===== config.mk =====
export PLATFORM = sky130hd
export DESIGN_NAME = ripemd160_msg_feeder
export DESIGN_NICKNAME = d
export VERILOG_FILES = /design/src/rtl/ripemd160_msg_feeder.sv
export SDC_FILE = /design/constraint.sdc
export NUM_CORES = 1
export LEC_CHECK = 0
export ABC_AREA = 1
export CORE_AREA = 2 2 298 300
export DETAILED_ROUTE_END_ITERATION = 12
export DIE_AREA = 0 0 300 302
export SYNTH_ARGS = -nofsm -noshare
export SYNTH_HDL_FRONTEND = slang
export SYNTH_SLANG_ARGS = --single-unit

===== constraint.sdc =====
create_clock -name clk -period 15.7 [get_ports clk]
set_input_delay 2.355 -clock clk [delete_from_list [all_inputs] [get_ports clk]]
set_output_delay 2.355 -clock clk [all_outputs]
set_load 0.01 [all_outputs]

===== src/rtl/ripemd160_msg_feeder.sv =====
// RIPEMD-160 message feeder: buffers SHA-256 digests in a FIFO, pads each into
// one 512-bit little-endian block, and issues paced one-cycle block pulses.
//
// Parameters:
//   DEPTH         FIFO entries (power of two, >= 2)
//   CORE_LATENCY  cycles from an issue edge until the core is idle again
// Ports:
//   clk, rst_n     clock (rising edge), asynchronous active-low reset
//   in_valid       digest valid from the SHA-256 stage
//   in_ready       FIFO not full (combinational)
//   in_digest      256-bit digest, byte0 = in_digest[255:248]
//   core_done      core completion pulse (only with RIPEMD160_FEED_DONE_EN)
//   blk_valid      one-cycle issue pulse
//   blk_data       padded block, held until the next issue
//   busy           state != IDLE or FIFO non-empty
// Optional feature: define RIPEMD160_FEED_DONE_EN to pace on core_done
// instead of the fixed CORE_LATENCY counter.
module ripemd160_msg_feeder #(
    parameter int DEPTH        = 2,
    parameter int CORE_LATENCY = 84
) (
    input  logic         clk,
    input  logic         rst_n,
    input  logic         in_valid,
    output logic         in_ready,
    input  logic [255:0] in_digest,
`ifdef RIPEMD160_FEED_DONE_EN
    input  logic         core_done,
`endif
    output logic         blk_valid,
    output logic [511:0] blk_data,
    output logic         busy
);

    localparam int AW   = (DEPTH > 1) ? $clog2(DEPTH) : 1;
    localparam int CNTW = $clog2(DEPTH + 1);
    localparam int LW   = $clog2(CORE_LATENCY + 1);

    typedef enum logic {
        IDLE,
        WAIT
    } state_t;

    state_t         state_q, state_d;
    logic [LW-1:0]  cnt_q, cnt_d;
    logic           blk_valid_q, blk_valid_d;
    logic [511:0]   blk_data_q, blk_data_d;

    logic [255:0]   mem_q [DEPTH];
    logic [AW-1:0]  wr_ptr_q, rd_ptr_q;
    logic [CNTW-1:0] count_q;
    logic           push;
    logic           pop;

    // Byte b of the digest lands in bits [8b+7:8b], giving little-endian
    // words; then the 0x80 terminator and the 256-bit length.
    function automatic logic [511:0] pad(input logic [255:0] d);
        logic [511:0] b;
        b = '0;
        for (int i = 0; i < 32; i++) begin
            b[8*i +: 8] = d[255-8*i -: 8];
        end
        b[256 +: 32] = 32'h0000_0080;
        b[448 +: 32] = 32'h0000_0100;
        return b;
    endfunction

    assign in_ready = (count_q != CNTW'(DEPTH));
    assign push     = in_valid & in_ready;

    // FIFO storage; contents need no reset, occupancy is tracked by count_q
    always_ff @(posedge clk) begin
        if (push) begin
            mem_q[wr_ptr_q] <= in_digest;
        end
    end

    always_ff @(posedge clk or negedge rst_n) begin
        if (!rst_n) begin
            wr_ptr_q <= '0;
            rd_ptr_q <= '0;
            count_q  <= '0;
        end else begin
            if (push) begin
                wr_ptr_q <= wr_ptr_q + AW'(1);
            end
            if (pop) begin
                rd_ptr_q <= rd_ptr_q + AW'(1);
            end
            if (push && !pop) begin
                count_q <= count_q + CNTW'(1);
            end else if (pop && !push) begin
                count_q <= count_q - CNTW'(1);
            end
        end
    end

    always_ff @(posedge clk or negedge rst_n) begin
        if (!rst_n) begin
            state_q     <= IDLE;
            cnt_q       <= '0;
            blk_valid_q <= 1'b0;
            blk_data_q  <= '0;
        end else begin
            state_q     <= state_d;
            cnt_q       <= cnt_d;
            blk_valid_q <= blk_valid_d;
            blk_data_q  <= blk_data_d;
        end
    end

    always_comb begin
        state_d     = state_q;
        cnt_d       = cnt_q;
        blk_valid_d = 1'b0;
        blk_data_d  = blk_data_q;
        pop         = 1'b0;
        unique case (state_q)
            IDLE: begin
                if (count_q != '0) begin
                    blk_data_d  = pad(mem_q[rd_ptr_q]);
                    blk_valid_d = 1'b1;
                    pop         = 1'b1;
                    cnt_d       = LW'(CORE_LATENCY - 1);
                    state_d     = WAIT;
                end
            end
            WAIT: begin
                if (cnt_q != '0) begin
                    cnt_d = cnt_q - LW'(1);
                end
`ifdef RIPEMD160_FEED_DONE_EN
                if (core_done) begin
                    state_d = IDLE;
                end
`else
                if (cnt_q == '0) begin
                    state_d = IDLE;
                end
`endif
            end
            default: state_d = IDLE;
        endcase
    end

    assign blk_valid = blk_valid_q;
    assign blk_data  = blk_data_q;
    assign busy      = (state_q != IDLE) || (count_q != '0);

endmodule


## Word level (Yosys, flattened, before mapping)

Memories as Yosys holds them, arrays and structs flattened. A register that Yosys moved wholly into a read port is not among the register bits.
Cells that the tools add are included.

- Register bits after elaboration: 270
- Bits in latches: 0
- RAM bits: 512
- ROM bits: 0
- Input bits: 259
- Output and inout bits: 515
- Logic and storage cells: 41
- Memories: 1

- Add/sub/neg operators: 5
- Multiply operators: 0
- Divide/modulo/power cells: 0
- Magnitude comparators: 0
- Eq/ne operators: 3
- Shift operators: 0
- Muxes and demuxes: 11
- Bitwise logic cells: 2
- Reduce and logical (&&, ||, !) cells: 12

Memory list:

| memory | depth | width | rd ports | clocked after memory_dff | write ports | RTL line | RTL |
|---|---|---|---|---|---|---|---|
| mem_q | 2 | 256 | 1 | 1 | 1 | 49 | `logic [255:0] mem_q [DEPTH];` |

Operator list:

| kind | number |
|---|---|
| 7-bit 2-to-1 mux | 2 |
| 7-bit case mux with 2 select lines | 1 |
| 7-bit zero test | 1 |
| 7-bit nonzero test | 1 |
| 7-bit by 1-bit subtractor with 7-bit output, second input constant | 1 |
| 1-bit 2-to-1 mux | 5 |
| 2-bit 2-to-1 mux | 2 |
| 2-bit inequality test, second input constant | 2 |
| 2-bit AND reduction | 2 |
| 2-bit nonzero test | 2 |
| 1-bit zero test | 3 |
| 1-bit adder, second input constant | 2 |
| 2-bit by 1-bit adder with 2-bit output, second input constant | 1 |
| 1-bit logical AND | 2 |
| 2-bit by 1-bit inequality test with 1-bit output, second input constant | 1 |
| 1-bit case mux with 2 select lines | 1 |
| 2-bit by 1-bit subtractor with 2-bit output, second input constant | 1 |
| 1-bit bitwise AND | 1 |
| 1-bit logical OR | 1 |
| 1-bit NOT | 1 |

## Depth between registers and ports, before layout

- Word-level depth: 6
- Gate-level depth with buffers: 10
- Gate-level depth less buffers: 9

## Worst setup path after synthesis

Ideal clock, no wire load.

- Path kind: input to register
- Start point: in in_valid
- End point: mem mem_q[1][0], enable pin
- Library setup time: 878 ps
- Arrival: 13070 ps
- Data required time: 14822 ps
- Slack: 1752 ps
- Cell stages on the path: 2
- Path buffers: 0
- Cell sequence: nand2_1 -> nor2_1

- Word-level cells in the longest chain between the ends: 3

RTL lines:

| item | RTL line | RTL |
|---|---|---|
| start: declaration | 24 | `input logic in_valid,` |
| 1-bit bitwise AND | 69 | `assign push = in_valid & in_ready;` |
| 1-bit 2-to-1 mux | 73 | `if (push) begin` |
| 1-bit 2-to-1 mux (not written as such) | 74 | `mem_q[wr_ptr_q] <= in_digest;` |
| end: declaration | 49 |  |

Every way passes these cells.

## Worst setup path after layout

- Start point: in in_valid
- End point: mem mem_q[0][80], enable pin

The elaborated chain is that of the path after synthesis.

==> flow_metrics.py <==
metrics = {
    "critical_path": {
        "crit_arrival_ns": 5.42,
        "crit_end": "mem_q[0][80]$_DFFE_PP_",
        "worstPathMaxFanout": 65,
        "worstPathRequired_ns": 15.93,
        "end_kind": "register",
        "crit_type": "input port to register",
        "reg2reg_depth": 6,
        "startpoint": "in_valid",
        "rr_endpoint": "mem_q[0][80]$_DFFE_PP_",
        "timing.rr.start": "count_q[0]$_DFFE_PN0P_",
        "regToRegSetupSlack_ns": 12.02,
        "cp-start-kind": "input port",
    },
    "sta": {
        "tightest_slew_ns": 1.02,
        "rsz0062_at_grt": "false",
        "fmax_mhz": 193,
        "fin_skew_ns": 0.0319,
        "slew_headroom_pct": 32.1,
        "fin_hold_ws_ns": 0.476,
        "report.final.slew_viol_count": 0,
        "fin_crit_ns": 5.19,
        "period_share_pct": 33.0,
        "setup_viol": 0,
        "tns_ns": 0,
        "finalHoldViolations": 0,
    },
    "yosys": {
        "synth_warnings": 0,
        "yosys.area.top_type": "edfxtp_1",
        "synthesis.area_mm2": 0.0298,
        "yosysSeqAreaShare_pct": 74.2,
        "syn_avg_cell_area_um2": 13.2,
        "synthCells": 2253,
        "synth_top_area_share_pct": 51.6,
        "ys_seq_elements": 782,
        "synthTopCellsByArea": "edfxtp_1 (52%), dfrtp_1 (23%), nor2_1 (6.6%), buf_4 (6.5%), o31ai_1 (6.4%)",
        "synthDistinctLibCells": 21,
    },
    "die": {
        "start_util_pct": 34.1,
        "io_pins": 774,
        "num_rows": 109,
        "fp.coreArea_mm2": 0.0876,
        "dieWidth_um": 300,
        "fp.dieH_um": 302,
        "die-area_mm2": 0.0906,
    },
    "clock_network": {
        "cts_resized": 0,
        "cts.clk_slew.worst_paths_ns": 0.06,
        "cts_root_buf": "clkbuf_16",
        "cts.sinks": 782,
        "clock_latency_ns": 0.64,
        "htreeDepth": 3,
        "cts_buffers": 81,
        "cts.path.max_buffers": 3,
        "ctsHoldBuffers": 0,
        "cts_tree": "done",
        "cts_setup_buffers": 0,
    },
    "layout": {
        "finish.net_count": 3019,
        "final_common_cell": "nor2_1",
        "syn_to_final_growth_pct": 26.7,
        "n_fill_cell": 7944,
        "regArea_mm2": 0.0221,
        "layout_common_cells": "nor2_1 (523), clkdlybuf4s50_1 (518), edfxtp_1 (512)",
        "multi_input_area_mm2": 0.00607,
        "drive_above_1_share_pct": 5.20,
    },
    "detailed_routing": {
        "drt_pass1_iterations": 5,
        "ant_nets": 0,
        "wl_um": 72300,
        "initialDrtViolationCount": 1061,
        "avgRoutedWirePerCell_um": 18.1,
        "vias": 17600,
        "drc": 0,
        "via_per_inst": 4.39,
    },
    "global_routing": {
        "grt_first_pass_wirelength_um": 106000,
        "grt_max_degree": 205,
        "grt_pass1_vias": 16900,
        "grt_overflow": 0,
        "antenna_found_initial": 20,
        "gr-usage-all-layers_pct": 15.5,
    },
    "min_path": {
        "whs_path_depth": 2,
        "min_path_type": "register to register",
    },
    "placed_design": {
        "io_buffers": 519,
        "hpwl_um": 46300,
        "gp_congestion": 0.761,
    },
    "pwr": {
        "power_density_mw_per_mm2": 131,
        "p_total_mw": 4.94,
        "peakVddDrop_mv": 0.166,
        "p_leak_nw": 14.6,
    },
    "status": {
        "status": "completed",
    },
    "run": {
        "maxCapViolCount": 0,
    },
}
[cell families (layout without fill, tap and decap cells)]
logic type | after synthesis | in the layout | share of synthesized area [%]
and+or+nand+nor | 820 | 820 | 10.4
DFF | 782 | 782 | 74.2
AOI/OAI and AO/OA | 258 | 258 | 6.52
buffers and inverters | 386 | 706 | 8.65
adders and majority gates | 2 | 2 | 0.0839
other | 1 | 264 | 0.0126
xor gates and xnor gates | 4 | 4 | 0.118
[sequential cells by signal (all words and copies together) (netlist names)]
name and flops:
state_q 1, mem_q 512, rd_ptr_q 1, count_q 2
wr_ptr_q 1, blk_valid 1, cnt_q 7, blk_data 257
[worst min-delay path by stage]
stage | start | end | slack, ns
3_3_place_gp | blk_data[12]$_DFFE_PN0P_ | blk_data[12]$_DFFE_PN0P_ | 0.46
6_report | blk_data[111]$_DFFE_PN0P_ | blk_data[111]$_DFFE_PN0P_ | 0.48
5_1_grt | blk_data[198]$_DFFE_PN0P_ | blk_data[198]$_DFFE_PN0P_ | 0.49
3_5_place_dp | blk_data[219]$_DFFE_PN0P_ | blk_data[219]$_DFFE_PN0P_ | 0.47
4_1_cts | blk_data[219]$_DFFE_PN0P_ | blk_data[219]$_DFFE_PN0P_ | 0.48
2_1_floorplan | wr_ptr_q$_DFFE_PN0P_ | wr_ptr_q$_DFFE_PN0P_ | 0.49
[cell usage after synthesis]
library cell and instances:
buf_4 260, buf_6 4, ha_1 2, dfrtp_1 270, edfxtp_1 512, conb_1 1
a21oi_1 1, xor2_1 3, nand2_1 280, o31ai_1 256, nand3_1 10, inv_2 3
nor3_1 1, xnor2_1 1, nor2_1 525, clkbuf_1 6, buf_2 100, nand4_1 3
or2_1 1, inv_1 13, o21ai_4 1
[per-stage QoR]
step	setup WS, ns	instances	cell area (um2)	util, %
global placement	9.86	3840	35100	40.1
detailed placement	9.88	3840	35100	40.1
finish	10.51	4001	37800	43.2
global route	10.35	3998	37800	43.2
floorplan	1.75	2506	30800	-
CTS	10.56	3991	37800	43.1
[report_power, final]
group | internal [mW] | switching (mW)
clock network | 1.11 | 0.807
registers | 2.56 | 0.0628
logic | 0.108 | 0.295
[per-layer routing]
metal	GRT usage, %	vias up	part of all wire, %
li1	-	8356	-
met1	18.0	8459	39
met2	26.3	606	50
met3	5.88	119	8.8
met4	5.14	14	2.6
met5	0	-	0.12
[worst max-delay path: stages]
cell             delay (ns)
clkdlybuf4s50_1        0.46
nand2_1                0.14
nor2_4                 0.64
buf_4                  0.79
buf_4                  0.82
[cell type report]
| cell class | count | area share [%] |
|---|---|---|
| sequential | 782 | 58.6 |
| antenna | 10 | 0.0662 |
| multi-input combinational | 1338 | 16.1 |
| tap | 1165 | 3.86 |
| inverter | 16 | 0.179 |
| clock inverter | 35 | 1.09 |
| timing repair buffer | 539 | 14.2 |
| clock buffer | 116 | 5.95 |
No activity file was read; power rests on OpenSTA's default activity.
